**src/rtl/mux_2to1_arbiter.sv**
```systemverilog
// Two-requester arbiter for a shared 2:1 mux path. Ties are broken by a
// last-owner bit, each grant is bounded by MAX_HOLD, and every release passes through IDLE.
module mux_2to1_arbiter #(
  parameter int unsigned MAX_HOLD = 16
) (
  input  logic clk,
  input  logic rst_n,
  input  logic req_a,
  input  logic req_b,
  input  logic done,
  output logic grant_a,
  output logic grant_b,
  output logic sel,
  output logic busy
);

  typedef enum logic [2:0] {
    IDLE    = 3'b001,
    GRANT_A = 3'b010,
    GRANT_B = 3'b100
  } state_t;

  localparam logic [7:0] HOLD_LIMIT = 8'(MAX_HOLD - 1);

  state_t     state;
  logic       last_owner;
  logic [7:0] count;
  logic       at_limit;

  assign at_limit = (count == HOLD_LIMIT);

  // last_owner: 1 = A owned the most recent grant, 0 = B.
  // The counter saturates at the limit, so a lone requester keeps its grant indefinitely.
  always_ff @(posedge clk) begin
    if (!rst_n) begin
      state      <= IDLE;
      grant_a    <= 1'b0;
      grant_b    <= 1'b0;
      sel        <= 1'b0;
      busy       <= 1'b0;
      last_owner <= 1'b0;
      count      <= 8'd0;
    end else begin
      case (state)
        IDLE: begin
          if (req_a && (!req_b || !last_owner)) begin
            state   <= GRANT_A;
            grant_a <= 1'b1;
            grant_b <= 1'b0;
            sel     <= 1'b1;
            busy    <= 1'b1;
            count   <= 8'd0;
          end else if (req_b) begin
            state   <= GRANT_B;
            grant_a <= 1'b0;
            grant_b <= 1'b1;
            sel     <= 1'b0;
            busy    <= 1'b1;
            count   <= 8'd0;
          end
        end
        GRANT_A: begin
          if (!req_a || done || (at_limit && req_b)) begin
            state      <= IDLE;
            grant_a    <= 1'b0;
            busy       <= 1'b0;
            last_owner <= 1'b1;
          end else if (!at_limit) begin
            count <= count + 8'd1;
          end
        end
        GRANT_B: begin
          if (!req_b || done || (at_limit && req_a)) begin
            state      <= IDLE;
            grant_b    <= 1'b0;
            busy       <= 1'b0;
            last_owner <= 1'b0;
          end else if (!at_limit) begin
            count <= count + 8'd1;
          end
        end
        default: begin
          state   <= IDLE;
          grant_a <= 1'b0;
          grant_b <= 1'b0;
          busy    <= 1'b0;
        end
      endcase
    end
  end

endmodule

```
**config.mk**
```make
export PLATFORM = sky130hd
export DESIGN_NAME = mux_2to1_arbiter
export DESIGN_NICKNAME = d
export VERILOG_FILES = /design/src/rtl/mux_2to1_arbiter.sv
export SDC_FILE = /design/constraint.sdc
export NUM_CORES = 1
export LEC_CHECK = 0
export BUFFER_PORTS_ARGS = -buffer_cell sky130_fd_sc_hd__clkbuf_2
export CAP_MARGIN = 20
export CORE_MARGIN = 2
export CORE_UTILIZATION = 45
export CTS_BUF_LIST = sky130_fd_sc_hd__clkbuf_8
export DETAILED_ROUTE_END_ITERATION = 16
export GPL_TIMING_DRIVEN = 0
export PLACE_DENSITY_LB_ADDON = 0.3
export SLEW_MARGIN = 20
export SYNTH_ARGS = -nofsm -noshare
export SYNTH_HDL_FRONTEND = slang
export SYNTH_SLANG_ARGS = --single-unit
```
**constraint.sdc**
```tcl
create_clock -name clk -period 2.75 [get_ports clk]
set_input_delay 0.55 -clock clk [delete_from_list [all_inputs] [get_ports clk]]
set_output_delay 0.55 -clock clk [all_outputs]
set_load 0.02 [all_outputs]
```
# Word level (Yosys, flattened, before mapping)
# Cells that the tools add are included.
# Widths: inputs -> output; s select.
[word_totals]
regBits = 16
output_inout_bits = 4
input_bits = 5
wordCells = 62
[op_classes]
n_bitwise = 2
n_eq_ne = 9
n_reduce_logical = 20
n_mux = 23
n_addsub = 1
[ops]
columns = ["op", "n"]
rows = [
  ["$mux 8", 5],
  ["$pmux 8 s3", 1],
  ["$mux 3", 4],
  ["$reduce_and 3->1", 4],
  ["$pmux 1 s3", 3],
  ["$pmux 3 s3", 1],
  ["$add 8x1->8 const B", 1],
  ["$eq 8x4->1 const B", 1],
  ["$mux 1", 8],
  ["$ne 2x2->1 const B", 4],
  ["$logic_or 1x1->1", 5],
  ["$reduce_and 4->1", 1],
  ["$reduce_bool 2->1", 2],
  ["$eq 3x1->1 const B", 1],
  ["$eq 3x2->1 const B", 1],
  ["$eq 3x3->1 const B", 1],
  ["$logic_and 1x1->1", 3],
  ["$logic_not 1->1", 3],
  ["$ne 3x3->1 const B", 1],
  ["$reduce_bool 3->1", 1],
  ["$not 1->1", 2],
  ["$pmux 1 s2", 1],
  ["$reduce_and 2->1", 1],
]

# Logic depth before layout (Yosys ltp)
[logic_depth]
depth_word = 5
depth_mapped = 6
mapped_depth_nobuf = 6

# Worst setup path after synthesis
# No wires, ideal clock.
[synth_timing]
path_kind = "register -> register"
start = "register count[0]"
end = "register count[5]"
setup_slack_ns = 0.776
path_stages_with_launch = 7
t_arrival_ns = 1.852
setup_time_ns = 0.121
path_buffers = 0
cell_sequence = "dfxtp_1 > ha_1 > and3_1 > a311oi_2 > a2bb2oi_4 > nor3_2 > mux2_4"
[synth_via]
elab_chain_len = 5
word_cells_on_any_way = 13
classes_between = "add/sub: 1; eq/ne: 3; mux: 4; reduce/logical: 5"
[synth_rtl]
columns = ["item", "line_no", "rtl"]
rows = [
  ["start: declaration", "27", "logic [7:0] count;"],
  ["start signal: assignment", "69", "count <= count + 8'd1;"],
  ["start signal: assignment", "79", "count <= count + 8'd1;"],
  ["branches (longest 5 deep; another with $add 8x1->8)", "-", ""],
]
# Parallel ways; which one is timed is not known. The select of a mux whose other input is x is not followed.
# A chain may end at the register's enable or synchronous reset.

# Final worst setup path
[layout_timing]
start = "register count[0]"
end = "register count[6]"
# The elaborated chain is that of the path after synthesis.

==> impl_metrics.prom <==
# TYPE chip_impl_metric gauge
chip_impl_info{name="yosys-top-cells-area",value="dfxtp_1 36%, a21oi_1 6.3%, nand2_1 4.7%"} 1
chip_impl_metric{name="synth_cell_type_count",unit=""} 39
chip_impl_metric{name="area_growth_from_synthesis_to_final_layout",unit="%"} 12.50
chip_impl_info{name="timing.critical_path.cells",value="ha_1 -> and3_1 -> a311oi_2 -> o2bb2ai_1 -> nand4_1 -> mux2_2"} 1
chip_impl_metric{name="drt_iter0_markers",unit=""} 26
chip_impl_metric{name="power.density_cell_area",unit="nW/um2"} 508.7
chip_impl_metric{name="period_share",unit="%"} 80.87
chip_impl_metric{name="drt_first_pass_iters",unit=""} 4
chip_impl_metric{name="die_h",unit="um"} 48.24
chip_impl_metric{name="grt_overflow_total",unit=""} 0
chip_impl_metric{name="place.detailed.hpwl",unit="um"} 1376
chip_impl_metric{name="ys_warn_count",unit=""} 0
chip_impl_metric{name="timing.final.setup_violations",unit=""} 0
chip_impl_metric{name="reg2reg_slack",unit="ns"} 0.53
chip_impl_metric{name="clock_insertion_delay_at_the_later_pin_of_the_skew_report",unit="ns"} 0.25
chip_impl_metric{name="clock_tree.htree_level_count",unit=""} 1
chip_impl_info{name="critPathKind",value="register to register"} 1
chip_impl_metric{name="postRouteAntennaNets",unit=""} 0
chip_impl_info{name="timing.critical_path.to",value="count[6]"} 1
chip_impl_info{name="timing.rr.start",value="count[0]"} 1
chip_impl_metric{name="count_of_pins_over_their_slew_limit",unit=""} 0
chip_impl_metric{name="dieArea",unit="um2"} 2327
chip_impl_metric{name="synthesis.area_per_instance",unit="um2"} 8.552
chip_impl_metric{name="antenna_cells",unit=""} 0
chip_impl_metric{name="synth_top_cell_area_share",unit="%"} 36.36
chip_impl_metric{name="max_slew_margin",unit="%"} 37.48
chip_impl_info{name="cts-root-buf",value="clkbuf_8"} 1
chip_impl_metric{name="design.portCount",unit=""} 9
chip_impl_info{name="outcome",value="finished, final reports clean"} 1
chip_impl_metric{name="clk_sink_count",unit=""} 16
chip_impl_metric{name="buffers_on_ports",unit=""} 7
chip_impl_metric{name="detail_route.vias_per_cell",unit=""} 5.850
chip_impl_metric{name="syn_inst",unit=""} 103
chip_impl_metric{name="cts_hold_buf",unit=""} 0
chip_impl_metric{name="post_cts_buffers",unit=""} 0
chip_impl_metric{name="post_cts_resized",unit=""} 0
chip_impl_metric{name="required",unit="ns"} 2.89
chip_impl_metric{name="core_area",unit="um2"} 1902
chip_impl_metric{name="seqCellArea",unit="um2"} 320.3
chip_impl_metric{name="num-nets-final",unit=""} 121
chip_impl_info{name="worstSetupStartpoint",value="count[0]"} 1
chip_impl_metric{name="drt_drc_violations_left",unit=""} 0
chip_impl_metric{name="first_global_vias",unit=""} 681
chip_impl_metric{name="grt_pass1_wl",unit="um"} 3036
chip_impl_info{name="min-delay-path-class",value="register to register"} 1
chip_impl_metric{name="grt_use_total",unit="%"} 18.66
chip_impl_metric{name="finalClockSkew",unit="ns"} 0.002292
chip_impl_metric{name="netlist_area",unit="um2"} 880.8
chip_impl_metric{name="cts_made_buffers",unit=""} 3
chip_impl_metric{name="drive_above_1_share",unit="%"} 16.81
chip_impl_metric{name="initial_utilization",unit="%"} 46.32
chip_impl_metric{name="final_hold_viol_count",unit=""} 0
chip_impl_metric{name="clkSlewWorstSetupHoldPaths",unit="ns"} 0.06
chip_impl_metric{name="synth_enable_flop_cells",unit=""} 0
chip_impl_metric{name="syn_nets",unit=""} 109
chip_impl_metric{name="setup_tns_final",unit="ns"} 0
chip_impl_metric{name="grt_start_max_net_pins",unit=""} 11
chip_impl_info{name="grt_setup_unrepaired",value="false"} 1
chip_impl_metric{name="max_freq",unit="MHz"} 449.7
chip_impl_info{name="netlist.top_cell.by_area",value="dfxtp_1"} 1
chip_impl_metric{name="period_minus_slack",unit="ns"} 2.224
chip_impl_metric{name="timing.critical_path.arrival",unit="ns"} 2.37
chip_impl_metric{name="static-leakage-power",unit="nW"} 0.4029
chip_impl_info{name="cts_tree",value="done"} 1
chip_impl_metric{name="clock_path_buffers",unit=""} 2
chip_impl_metric{name="filler_cell_count",unit=""} 182
chip_impl_metric{name="worst_path_largest_cell_delay",unit="ns"} 0.52
chip_impl_info{name="timing.rr.end",value="count[6]"} 1
chip_impl_metric{name="reg2regPathDepth",unit=""} 6
chip_impl_metric{name="total_non_filler_cell_area_in_the_finished_layout",unit="um2"} 991.0
chip_impl_metric{name="multiInputGateArea",unit="um2"} 536.8
chip_impl_metric{name="via_count",unit=""} 819
chip_impl_metric{name="drt_wl_total",unit="um"} 1924
chip_impl_info{name="slowest_stage",value="a311oi_2"} 1
chip_impl_metric{name="worst_pin_slew",unit="ns"} 0.9358
chip_impl_metric{name="routabilityCongestion",unit=""} 0.7511
chip_impl_info{name="cp-end-kind",value="register"} 1
chip_impl_metric{name="peakVddDrop",unit="mV"} 0.3453
chip_impl_metric{name="synth-seq-cells",unit=""} 16
chip_impl_info{name="postSynth.topFlopCell",value="dfxtp_1"} 1
chip_impl_metric{name="antenna_found_initial",unit=""} 0
chip_impl_metric{name="critPathMaxFanout",unit=""} 6
chip_impl_metric{name="postSynth.asyncResetShare",unit="%"} 0
chip_impl_metric{name="x_dimension_of_the_die",unit="um"} 48.24
chip_impl_metric{name="dpl_cell_area",unit="um2"} 949.7
chip_impl_metric{name="max-cap-violations",unit=""} 0
chip_impl_info{name="worst_setup_path_start_kind",value="register"} 1
chip_impl_metric{name="drt-wirelength-per-cell",unit="um"} 13.74
chip_impl_metric{name="rows",unit=""} 16
chip_impl_metric{name="seq_area_frac_synth",unit="%"} 36.36
-- logic make-up after synthesis --
| group | synth area share [%] |
|---|---|
| AND/OR/NAND/NOR | 30.97 |
| XOR/XNOR | 0.9945 |
| buffers and inverters | 2.697 |
| flip-flops | 36.36 |
| multiplexers | 2.982 |
| adder cells (fa/ha/maj) | 1.420 |
| AO/OA/AOI/OAI | 24.57 |
-- Yosys cell counts (all sizes together), types with 3 or more instances --
master and count:
nand2 11, nand4 3, inv 4, a21oi 11, o31ai 3, o21ai 3, dfxtp 16, nand3 8
nor2 7, and3 5, nor3b 3, nor3 3
-- layout by cell type, fill, tap and decap left out, types with 2 or more instances in the layout --
cell type	instances
o21ai_0	2
nand4_1	3
clkbuf_8	3
clkbuf_2	8
and3_1	5
nor3b_1	3
nand3_1	8
o31ai_1	3
o211ai_1	2
nor2_1	7
inv_1	4
dfxtp_1	16
a21oi_1	11
and2_1	2
nand2_1	11
-- how the worst min path moves through the flow --
stage,startpoint,to,cells past startpoint
3_5_place_dp,sel,sel,2
4_1_cts,sel,sel,2
3_3_place_gp,sel,sel,2
5_1_grt,sel,sel,2
6_report,sel,sel,2
2_1_floorplan,last_owner,last_owner,2
-- registers in the layout, summed over array words and instances, names as in the netlist --
register and cells:
busy 1, count 8, grant_a 1, grant_b 1, last_owner 1, sel 1, state 3
-- layout make-up --
type                            instances  share of cell area [%]
Multi-Input combinational cell         81                   54.17
Sequential cell                        16                   32.32
Clock buffer                            3                   4.167
Timing Repair Buffer                    7                   3.535
Tap cell                               27                   3.409
Inverter                                5                   1.894
Buffer                                  1                  0.5051
-- worst max-delay path, delay by kind of cell (launching register included) --
| kind | cells | cell delay [ns] |
|---|---|---|
| AO/OA/AOI/OAI | 2 | 0.84 |
| AND/OR/NAND/NOR | 2 | 0.40 |
| flip-flops | 1 | 0.34 |
| multiplexers | 1 | 0.29 |
| adder cells (fa/ha/maj) | 1 | 0.25 |
-- stage by stage --
step	total power, mW	setup slack [ns]	hold WS (ns)	utilization, %	std cells
CTS	0.5057	0.5320	0.4563	52.11	140
floorplan	0.3055	0.7765	0.4553	-	103
finish	0.5041	0.5261	0.4571	52.11	140
global placement	0.3266	0.5787	0.4447	49.93	137
detailed placement	0.3281	0.5606	0.4482	49.93	137
global route	0.5246	0.3929	0.4875	52.11	140
-- power by group --
group / internal [mW] / switching, mW / total, mW
sequential: 0.243 / 0.00703 / 0.250
combinational: 0.0236 / 0.0506 / 0.0742
clock: 0.0973 / 0.0829 / 0.180
-- routing by layer --
metal  GRT usage [%]  vias to the layer above  wire length, um
met2           26.32                       29              872
met4           4.865                        0               21
met1           27.99                      375              914
met3           4.815                        3              116
met5               0                        -                0
li1                -                      412                -
No activity file was read; power rests on OpenSTA's default activity.
